`config.mk`:
```
export PLATFORM = sky130hd
export DESIGN_NAME = box_sprite_drawer_flat
export DESIGN_NICKNAME = d
export VERILOG_FILES = /design/src/rtl/box_sprite_drawer_if.sv /design/src/rtl/box_sprite_drawer.sv /design/src/flat_wrapper.sv
export SDC_FILE = /design/constraint.sdc
export NUM_CORES = 1
export LEC_CHECK = 0
export BUFFER_PORTS_ARGS = -buffer_cell sky130_fd_sc_hd__buf_4
export CAP_MARGIN = 20
export CORE_ASPECT_RATIO = 0.9
export CORE_UTILIZATION = 27
export DETAILED_ROUTE_END_ITERATION = 7
export GPL_ROUTABILITY_DRIVEN = 1
export PLACE_DENSITY = 0.42
export RECOVER_POWER = 50
export SETUP_SLACK_MARGIN = 0.1
export SLEW_MARGIN = 20
export SYNTH_ARGS = -nofsm -noshare
export SYNTH_HDL_FRONTEND = slang
export SYNTH_SLANG_ARGS = --single-unit
```
`constraint.sdc`:
```
create_clock -name clock -period 4.5 [get_ports clock]
set_input_delay 0.9 -clock clock [delete_from_list [all_inputs] [get_ports clock]]
set_output_delay 0.9 -clock clock [all_outputs]
set_load 0.01 [all_outputs]
```
`src/rtl/box_sprite_drawer_if.sv`:
```
// Sprite drawer bus: game-side start request plus VGA adapter write port.
// Master requests a draw and consumes pixels; slave is the drawer.
interface box_sprite_drawer_if;
  logic       start;
  logic       erase;
  logic [7:0] org_x;
  logic [6:0] org_y;
  logic [2:0] bg_colour;
  logic       busy;
  logic       done;
  logic       plot;
  logic [7:0] x;
  logic [6:0] y;
  logic [2:0] colour;

  modport master (
    output start, erase, org_x, org_y, bg_colour,
    input  busy, done, plot, x, y, colour
  );

  modport slave (
    input  start, erase, org_x, org_y, bg_colour,
    output busy, done, plot, x, y, colour
  );
endinterface

```
`src/rtl/box_sprite_drawer.sv`:
```
// Box sprite drawer: plots a table of filled rectangles one pixel per clock,
// relative to a latched origin, clipped to the screen, with an erase mode.
module box_sprite_drawer #(
  parameter int NUM_BOXES = 7,
  parameter int SCREEN_W  = 160,
  parameter int SCREEN_H  = 120,
  parameter logic [NUM_BOXES*33-1:0] BOX_TABLE = '0
) (
  input logic          clock,
  input logic          resetn,
  box_sprite_drawer_if.slave bus
);
  typedef enum logic [1:0] {IDLE, LOAD, DRAW, DONE} state_t;

  localparam logic [3:0] LAST = 4'(NUM_BOXES - 1);

  state_t      state;
  logic [3:0]  idx;
  logic [7:0]  col;
  logic [6:0]  row;
  logic        ers;
  logic [7:0]  ox;
  logic [6:0]  oy;
  logic [2:0]  bg;

  logic [32:0] ent;
  logic [7:0]  dx, w;
  logic [6:0]  dy, h;
  logic [2:0]  bc, pc;
  logic [7:0]  nc;
  logic [6:0]  nr;
  logic [8:0]  px;
  logic [7:0]  py;
  logic        on, empty, last_px, last_box;

  // Current entry decode and address of the pixel shown next cycle
  always_comb begin
    ent = '0;
    for (int i = 0; i < NUM_BOXES; i++)
      if (idx == 4'(i))
        ent = BOX_TABLE[33*i +: 33];
    {dx, dy, w, h, bc} = ent;
    empty    = (w == 8'd0) || (h == 7'd0);
    last_px  = (col == w - 8'd1) && (row == h - 7'd1);
    last_box = (idx == LAST);
    nc = 8'd0;
    nr = 7'd0;
    if (state == DRAW) begin
      if (col == w - 8'd1) begin
        nc = 8'd0;
        nr = row + 7'd1;
      end else begin
        nc = col + 8'd1;
        nr = row;
      end
    end
    px = {1'b0, ox} + {1'b0, dx} + {1'b0, nc};
    py = {1'b0, oy} + {1'b0, dy} + {1'b0, nr};
    on = (px < 9'(SCREEN_W)) && (py < 8'(SCREEN_H));
    pc = ers ? bg : bc;
  end

  // Sequencer: walks boxes and pixels, registering the adapter outputs
  always_ff @(posedge clock) begin
    if (!resetn) begin
      state      <= IDLE;
      idx        <= 4'd0;
      col        <= 8'd0;
      row        <= 7'd0;
      ers        <= 1'b0;
      ox         <= 8'd0;
      oy         <= 7'd0;
      bg         <= 3'd0;
      bus.busy   <= 1'b0;
      bus.done   <= 1'b0;
      bus.plot   <= 1'b0;
      bus.x      <= 8'd0;
      bus.y      <= 7'd0;
      bus.colour <= 3'd0;
    end else begin
      bus.done <= 1'b0;
      case (state)
        IDLE: begin
          if (bus.start) begin
            ers      <= bus.erase;
            ox       <= bus.org_x;
            oy       <= bus.org_y;
            bg       <= bus.bg_colour;
            idx      <= 4'd0;
            bus.busy <= 1'b1;
            state    <= LOAD;
          end
        end
        LOAD: begin
          col <= 8'd0;
          row <= 7'd0;
          if (empty) begin
            if (last_box) begin
              state    <= DONE;
              bus.done <= 1'b1;
            end else begin
              idx <= idx + 4'd1;
            end
          end else begin
            state      <= DRAW;
            bus.plot   <= on;
            bus.x      <= px[7:0];
            bus.y      <= py[6:0];
            bus.colour <= pc;
          end
        end
        DRAW: begin
          if (last_px) begin
            bus.plot   <= 1'b0;
            bus.x      <= 8'd0;
            bus.y      <= 7'd0;
            bus.colour <= 3'd0;
            if (last_box) begin
              state    <= DONE;
              bus.done <= 1'b1;
            end else begin
              idx   <= idx + 4'd1;
              state <= LOAD;
            end
          end else begin
            col        <= nc;
            row        <= nr;
            bus.plot   <= on;
            bus.x      <= px[7:0];
            bus.y      <= py[6:0];
            bus.colour <= pc;
          end
        end
        DONE: begin
          state    <= IDLE;
          bus.busy <= 1'b0;
        end
        default: state <= IDLE;
      endcase
    end
  end
endmodule

```
`src/flat_wrapper.sv`:
```
// flat-port wrapper written by rule: the top's interface ports become plain ports
module box_sprite_drawer_flat 
#(
  parameter int NUM_BOXES = 7,
  parameter int SCREEN_W  = 160,
  parameter int SCREEN_H  = 120,
  parameter logic [NUM_BOXES*33-1:0] BOX_TABLE = '0
)
  (clock, resetn, bus_start, bus_erase, bus_org_x, bus_org_y, bus_bg_colour, bus_busy, bus_done, bus_plot, bus_x, bus_y, bus_colour);
  box_sprite_drawer_if bus_i ();
  input logic clock;
  input logic resetn;
  input wire logic [$bits(bus_i.start)-1:0] bus_start;
  input wire logic [$bits(bus_i.erase)-1:0] bus_erase;
  input wire logic [$bits(bus_i.org_x)-1:0] bus_org_x;
  input wire logic [$bits(bus_i.org_y)-1:0] bus_org_y;
  input wire logic [$bits(bus_i.bg_colour)-1:0] bus_bg_colour;
  output wire logic [$bits(bus_i.busy)-1:0] bus_busy;
  output wire logic [$bits(bus_i.done)-1:0] bus_done;
  output wire logic [$bits(bus_i.plot)-1:0] bus_plot;
  output wire logic [$bits(bus_i.x)-1:0] bus_x;
  output wire logic [$bits(bus_i.y)-1:0] bus_y;
  output wire logic [$bits(bus_i.colour)-1:0] bus_colour;
  assign bus_i.start = bus_start;
  assign bus_i.erase = bus_erase;
  assign bus_i.org_x = bus_org_x;
  assign bus_i.org_y = bus_org_y;
  assign bus_i.bg_colour = bus_bg_colour;
  assign bus_busy = bus_i.busy;
  assign bus_done = bus_i.done;
  assign bus_plot = bus_i.plot;
  assign bus_x = bus_i.x;
  assign bus_y = bus_i.y;
  assign bus_colour = bus_i.colour;
  box_sprite_drawer #(.NUM_BOXES(NUM_BOXES), .SCREEN_W(SCREEN_W), .SCREEN_H(SCREEN_H), .BOX_TABLE(BOX_TABLE)) u_core (.clock(clock), .resetn(resetn), .bus(bus_i));
endmodule
```
==> results.sh, run 1 <==
export IMPL_status="finished, final reports clean"
export IMPL_gr_usage_met3_pct=2.584
export IMPL_final_cells=593
export IMPL_rows=38
export IMPL_post_cts_setup_buffers=0
export IMPL_slew_headroom_pct=46.39
export IMPL_p_leak_nw=1.591
export IMPL_fin_crit_sh_pct=76.46
export IMPL_wirelength_um=8483
export IMPL_arrival_ns=3.66
export IMPL_seq_area_mm2=0.001221
export IMPL_ys_top_cells_by_area="dfxtp_1 (36%), ha_1 (8.9%), nand2_1 (6.3%)"
export IMPL_multi_input_area_mm2=0.002029
export IMPL_crit_type="flop to flop"
export IMPL_dp_cells=577
export IMPL_yosys_area_top_type_share_pct=36.04
export IMPL_place_ws_ns=1.091
export IMPL_clockRootBuffer="clkbuf_16"
export IMPL_worst_pin_slew_ns=0.8022
export IMPL_synth_simple_gate_area_share_pct=23.93
export IMPL_dieWidth_um=120.1
export IMPL_period_needed_ns=3.441
export IMPL_yosys_register_bits=61
export IMPL_drive_gt1_share_pct=10.39
export IMPL_ioPinCount=43
export IMPL_yosysSeqAreaShare_pct=36.04
export IMPL_antenna_found_initial=0
export IMPL_async_reset_ff_share_pct=0
export IMPL_drt_iter0_markers=141
export IMPL_numClockSinks=61
export IMPL_cts_resized=0
export IMPL_p_clk_share_pct=44.2
export IMPL_layout_nets=476
export IMPL_met2_usage_pct=19.58
export IMPL_clock_path_buffers=2
export IMPL_setup_tns_ns=0
export IMPL_syn_to_final_growth_pct=19.50
export IMPL_synth_mux_area_share_pct=0.5908
export IMPL_synth_area_leader_cell="dfxtp_1"
export IMPL_grt_pass1_vias=2555
export IMPL_cp_end_kind="flop"
export IMPL_fp_coreArea_mm2=0.01212
export IMPL_powerDensity_mw_per_mm2=388.1
export IMPL_viasPerCell=4.594
export IMPL_grt_pass1_wl_um=13540
export IMPL_wl_per_cell_um=14.31
export IMPL_hold_ws_ns=0.4657
export IMPL_p_int_w=0.001104
export IMPL_drt_pass1_iterations=4
export IMPL_setup_viol=0
export IMPL_finalInstanceArea_mm2=0.004049
export IMPL_synth_cell_type_count=56
export IMPL_p_switching_w=0.0004679
export IMPL_clk_latency_ns=0.33
export IMPL_hold_viol=0
export IMPL_comb_power_share_pct=17.4
export IMPL_htree_levels=3
export IMPL_die_h_um=108.3
export IMPL_avgSynthCellArea_um2=8.666
export IMPL_ir_worst_vdd_mv=0.1785
export IMPL_gr_total_overflow=0
export IMPL_initial_core_util_pct=27.95
export IMPL_synthesis_nets=439
export IMPL_route_detailed_drc=0
export IMPL_synth_flop_cell="dfxtp_1"
export IMPL_fillers=1301
export IMPL_busiest_layer="met1"
export IMPL_skew_ns=0.01024
export IMPL_crit_required_ns=4.72
export IMPL_synth_edf_count=0
export IMPL_ant_nets=0
export IMPL_port_buffer_count=42
export IMPL_cts_buffers=9
export IMPL_rsz0062_at_grt="no"
export IMPL_seq_power_share_pct=38.4
export IMPL_place_hpwl_um=5992
export IMPL_hp_class="flop to flop"
export IMPL_place_area_mm2=0.003834
export IMPL_gp_congestion=0.7742
export IMPL_synthAdderAreaFrac_pct=10.04
export IMPL_synth_compound_area_share_pct=20.38
export IMPL_synth_top_family_by_area="simple AND/OR/NAND/NOR gates"
export IMPL_vias=2724
export IMPL_cp_max_fo=20
export IMPL_clkSlewWorstSetupHoldPaths_ns=0.06
export IMPL_syn_instance_count=391
export IMPL_grt_usage_pct=13.81
export IMPL_cts_tree="yes"
export IMPL_n_antenna_cell=0
export IMPL_yosys_warnings=0
export IMPL_crit_path_start_kind="flop"
export IMPL_max_clock_freq_mhz=290.6
export IMPL_dieArea_mm2=0.01300
export IMPL_syn_area_mm2=0.003388
export IMPL_synthXorXnorAreaFrac_pct=5.170
export IMPL_grt_max_degree=65
export IMPL_setup_slack_ns=1.059
export IMPL_swShare_pct=29.77
export IMPL_hold_buffers=0
export IMPL_drv_slew=0
export IMPL_maxCapViolCount=0
export IMPL_met1_usage_pct=19.70
-- per-layer routing --
| layer | up-vias | routed length, um |
|---|---|---|
| met5 | - | 0 |
| met4 | 0 | 164 |
| met3 | 8 | 263 |
| met1 | 1239 | 4512 |
| met2 | 40 | 3543 |
| li1 | 1437 | - |
-- cell usage in the layout, fill, tap and decap left out, types with 9 or more instances in the layout --
cell       synthesis  layout
dfxtp_1           61      61
nand2_1           57      57
nor2_1            24      24
ha_1              24      24
buf_4              1      22
a21boi_0          21      21
clkbuf_1          12      21
a21oi_1           20      20
and2_1            19      19
nor2b_1           19      19
inv_1             14      14
xor2_1            12      12
nand3_1            9       9
clkbuf_16          0       9
-- worst paths after layout --
kind                                      from                      endpoint  slack, ns  depth (start not counted)
setup / recovery  u_core.state[0]$_SDFFE_PN0P_  u_core.bus.y[5]$_SDFFE_PN0P_       1.06                         12
hold reg to reg        u_core.ers$_SDFFE_PN0P_       u_core.ers$_SDFFE_PN0P_       0.47                          2
hold / removal         u_core.ers$_SDFFE_PN0P_       u_core.ers$_SDFFE_PN0P_       0.47                          2
setup reg to reg  u_core.state[0]$_SDFFE_PN0P_  u_core.bus.y[5]$_SDFFE_PN0P_       1.06                         12
-- layout make-up --
cell class	count	share of cell area [%]
Tap cell	160	4.944
Clock inverter	7	1.885
Clock buffer	9	5.562
Timing Repair Buffer	43	6.026
Inverter	14	1.298
Multi-Input combinational cell	299	50.12
Sequential cell	61	30.16
-- kinds of logic (layout without fill, tap and decap cells) --
family | after synthesis | after routing
compound gates | 92 | 92
xor+xnor | 20 | 20
fa+ha+maj | 26 | 26
buf+inv | 31 | 73
flops | 61 | 61
mux | 2 | 2
simple gates | 159 | 159
-- sequential cells by signal, summed over array words and instances (netlist names) --
signal and cells:
u_core.row 7, u_core.ox 8, u_core.oy 7, u_core.col 8
u_core.bus.plot 1, u_core.bus.x 8, u_core.bg 3, u_core.idx 4
u_core.bus.y 7, u_core.bus.done 1, u_core.bus.busy 1, u_core.ers 1
u_core.bus.colour 3, u_core.state 2
-- critical path, cell delays in order, from the launching register on --
cell and delay, ns:
dfxtp_1 0.42, inv_1 0.10, ha_1 0.32, inv_1 0.58, buf_4 0.34, nor2_1 0.09, ha_1 0.28, a211oi_1 0.31
o21bai_1 0.12, a21oi_1 0.28, xor2_1 0.25, o2bb2ai_1 0.08, and2_1 0.16
-- per-stage QoR --
stage | total power (W) | utilization (%)
floorplan | 0.0008145 | -
global route | 0.001664 | 33.40
detailed placement | 0.0009005 | 31.62
finish | 0.001571 | 33.40
CTS | 0.001605 | 34.11
global placement | 0.0008995 | 31.62
-- cells in the mapped netlist (2+ instances only) --
cell / number
a21boi_0: 21
nor2_1: 24
nand2_1: 57
nand4_1: 2
o211a_1: 3
and3_1: 7
nand2b_1: 5
dfxtp_1: 61
clkbuf_1: 12
buf_2: 2
nand3_1: 9
a211oi_1: 2
a22oi_1: 8
and4_1: 3
nor2b_1: 19
ha_1: 24
a41o_1: 2
mux2i_1: 2
a21oi_1: 20
a22o_1: 3
xnor2_1: 8
fa_1: 2
nor3_1: 4
o2bb2ai_1: 7
and2_1: 19
o21ai_0: 5
o21a_1: 5
o22ai_1: 2
inv_1: 14
nand3b_1: 2
xor2_1: 12
-- power by group through the flow --
stage          sequential [W]  combinational [W]  clock (W)
6_report             0.000603           0.000274   0.000694
5_1_grt              0.000609           0.000311   0.000743
4_1_cts              0.000605           0.000285   0.000716
3_5_place_dp         0.000616           0.000284          0
3_3_place_gp         0.000615           0.000284          0
2_1_floorplan        0.000610           0.000205          0
(Power assumes the default switching activity.)
==> inputs of run 2 (changes only) <==
ABC_AREA = 1   (was default)
PLACE_DENSITY = 0.44   (was 0.42)
clock period = 2.9 ns   (was 4.5 ns; I/O delays follow)
==> run 2 against run 1 <==
Synthesized area rose by 1.1%. Wire length rose by 9.4%. Synthesized cell count rose by 26%. Non-clock buffer count rose by 13. Sequential power up 79%. Clock-buffer cell count increased by 3. Critical endpoint is now u_core.bus.plot$_SDFFE_PN0P_. Largest cell class unchanged.
==> results.sh, run 2 <==
export IMPL_status="finished, final reports clean"
export IMPL_gp_congestion=0.7887
export IMPL_met2_usage_pct=25.70
export IMPL_syn_to_final_growth_pct=25.45
export IMPL_rsz0062_at_grt="yes"
export IMPL_numClockSinks=61
export IMPL_synth_area_leader_cell="dfxtp_1"
export IMPL_place_area_mm2=0.003946
export IMPL_powerDensity_mw_per_mm2=662.2
export IMPL_place_ws_ns=-0.05630
export IMPL_yosys_area_top_type_share_pct=35.63
export IMPL_clock_path_buffers=2
export IMPL_cts_tree="yes"
export IMPL_hold_viol=0
export IMPL_wirelength_um=9280
export IMPL_hold_ws_ns=0.4616
export IMPL_arrival_ns=2.85
export IMPL_clk_latency_ns=0.33
export IMPL_grt_pass1_wl_um=14900
export IMPL_antenna_found_initial=0
export IMPL_hp_class="flop to flop"
export IMPL_seq_area_mm2=0.001225
export IMPL_ioPinCount=43
export IMPL_drv_slew=0
export IMPL_met1_usage_pct=18.38
export IMPL_setup_slack_ns=0.2455
export IMPL_final_common_cell="nand2_1"
export IMPL_ys_top_cells_by_area="dfxtp_1 (36%), nand2_1 (12%), ha_1 (8.8%)"
export IMPL_fp_coreArea_mm2=0.01222
export IMPL_period_needed_ns=2.654
export IMPL_place_hpwl_um=6465
export IMPL_die_h_um=108.9
export IMPL_dieArea_mm2=0.01315
export IMPL_synth_cell_type_count=36
export IMPL_crit_path_start_kind="flop"
export IMPL_drt_iter0_markers=159
export IMPL_n_antenna_cell=0
export IMPL_fin_crit_sh_pct=91.53
export IMPL_async_reset_ff_share_pct=0
export IMPL_yosys_register_bits=61
export IMPL_synth_flop_cell="dfxtp_1"
export IMPL_syn_area_mm2=0.003427
export IMPL_viasPerCell=4.539
export IMPL_busiest_layer="met2"
export IMPL_route_detailed_drc=0
export IMPL_initial_core_util_pct=28.05
export IMPL_final_cells=710
export IMPL_yosysMostFrequentCell="nand2_1"
export IMPL_dieWidth_um=120.8
export IMPL_port_buffer_count=42
export IMPL_htree_levels=3
export IMPL_gr_usage_met3_pct=3.609
export IMPL_synth_edf_count=0
export IMPL_yosysSeqAreaShare_pct=35.63
export IMPL_layout_nets=595
export IMPL_reg_top3="u_core.bus.x: 8 flops, u_core.col: 8 flops, u_core.ox: 8 flops"
export IMPL_final_cell_mix="nand2_1 (103), nor2_1 (61), dfxtp_1 (58)"
export IMPL_maxCapViolCount=0
export IMPL_crit_required_ns=3.09
export IMPL_grt_pass1_vias=3035
export IMPL_rows=38
export IMPL_avgSynthCellArea_um2=6.937
export IMPL_cp_end_kind="flop"
export IMPL_setup_tns_ns=0
export IMPL_multi_input_area_mm2=0.002024
export IMPL_ir_worst_vdd_mv=0.2682
export IMPL_cts_buffers=9
export IMPL_clkSlewWorstSetupHoldPaths_ns=0.05
export IMPL_grt_max_degree=34
export IMPL_ant_nets=0
export IMPL_synthesis_nets=542
export IMPL_slew_headroom_pct=27.06
export IMPL_finalInstanceArea_mm2=0.004299
export IMPL_vias=3223
export IMPL_gr_total_overflow=0
export IMPL_drt_pass1_iterations=4
export IMPL_max_clock_freq_mhz=376.7
export IMPL_syn_instance_count=494
export IMPL_grt_usage_pct=14.97
export IMPL_setup_viol=0
export IMPL_cp_max_fo=4
export IMPL_wl_per_cell_um=13.07
export IMPL_fillers=1360
export IMPL_dp_cells=691
export IMPL_clockRootBuffer="clkbuf_16"
export IMPL_yosys_warnings=0
export IMPL_crit_type="flop to flop"
export IMPL_p_leak_nw=1.940
export IMPL_drive_gt1_share_pct=17.64
export IMPL_skew_ns=0.002922
export IMPL_worst_pin_slew_ns=1.094
export IMPL_synth_top_cells_by_count="nand2_1 (112), nor2_1 (63), dfxtp_1 (61)"
-- run 2: changes by cell type in the layout (fill, tap and decap cells not counted), sizes merged, moves of 24 or more --
cell / change
nand2: +58
inv: +50
nor2: +40
o21ai: +32
nand3: +24
-- run 2: through the flow --
step                      power [W]  util, %
final                      0.002847    35.18
after global routing       0.003051    35.18
after CTS                  0.002866    34.84
after detailed placement   0.001855    32.30
after global placement     0.001849    32.30
after floorplan            0.001609        -
-- run 2: repair_timing --
item | CTS | global route
hold buffers | 0 | 0
buffers inserted | 1 | 4
pin swaps | 3 | 12
resized for setup | 9 | 29
endpoints found under the setup margin | 1 | 4
-- run 2: final cells by class --
type                       instances  area share [%]
tap                              160           4.657
timing repair buffer              56           7.712
clock inverter                     2          0.2328
clock buffer                      12           5.966
sequential                        61           28.49
multi-input combinational        353           47.09
inverter                          66           5.850
-- run 2: path summary, 6_finish.rpt --
check	cells after the start	endpoint	slack [ns]	start
hold reg to reg	2	u_core.bus.y[3]$_SDFFE_PN0P_	0.46	u_core.bus.y[3]$_SDFFE_PN0P_
setup / recovery	20	u_core.bus.plot$_SDFFE_PN0P_	0.25	u_core.col[1]$_SDFFE_PN0P_
setup reg to reg	20	u_core.bus.plot$_SDFFE_PN0P_	0.25	u_core.col[1]$_SDFFE_PN0P_
hold / removal	2	u_core.bus.y[3]$_SDFFE_PN0P_	0.46	u_core.bus.y[3]$_SDFFE_PN0P_
-- run 2: logic make-up (layout without fill, tap and decap cells) --
logic type,after synthesis,in the layout,share of synthesized area [%]
and+or+nand+nor,230,230,28.95
xor gates and xnor gates,8,8,2.044
AOI/OAI and AO/OA,89,89,14.31
buffers and inverters,80,136,9.127
DFF,61,61,35.63
adders and majority gates,26,26,9.931
-- run 2: worst max-delay path, cell delays in order, from the launching register on --
cell and delay, ns:
dfxtp_2 0.36, ha_4 0.16, nand3_4 0.11, nor2_4 0.12
nand2_2 0.08, nor2_4 0.13, nand3_2 0.09, o211ai_1 0.26
inv_1 0.12, ha_4 0.30, nand2_2 0.05, nor2_1 0.08
nand2_1 0.08, nand4_1 0.09, nand2_1 0.06, nor2_1 0.12
nand2_2 0.07, nand2_1 0.05, nor2_1 0.03, nor2_1 0.09
nor2_1 0.04
-- run 2: where the power goes --
group          switching (W)  leakage (nW)  internal (W)
registers           0.000113         0.500      0.000966
clock network       0.000368         0.134      0.000612
logic               0.000510          1.31      0.000279
total               0.000991          1.94       0.00186
-- run 2: layer usage --
metal	share of wire, %	wire [um]
met1	49	4520
met2	47	4346
met3	3.2	293
met4	1.3	121
met5	0	0
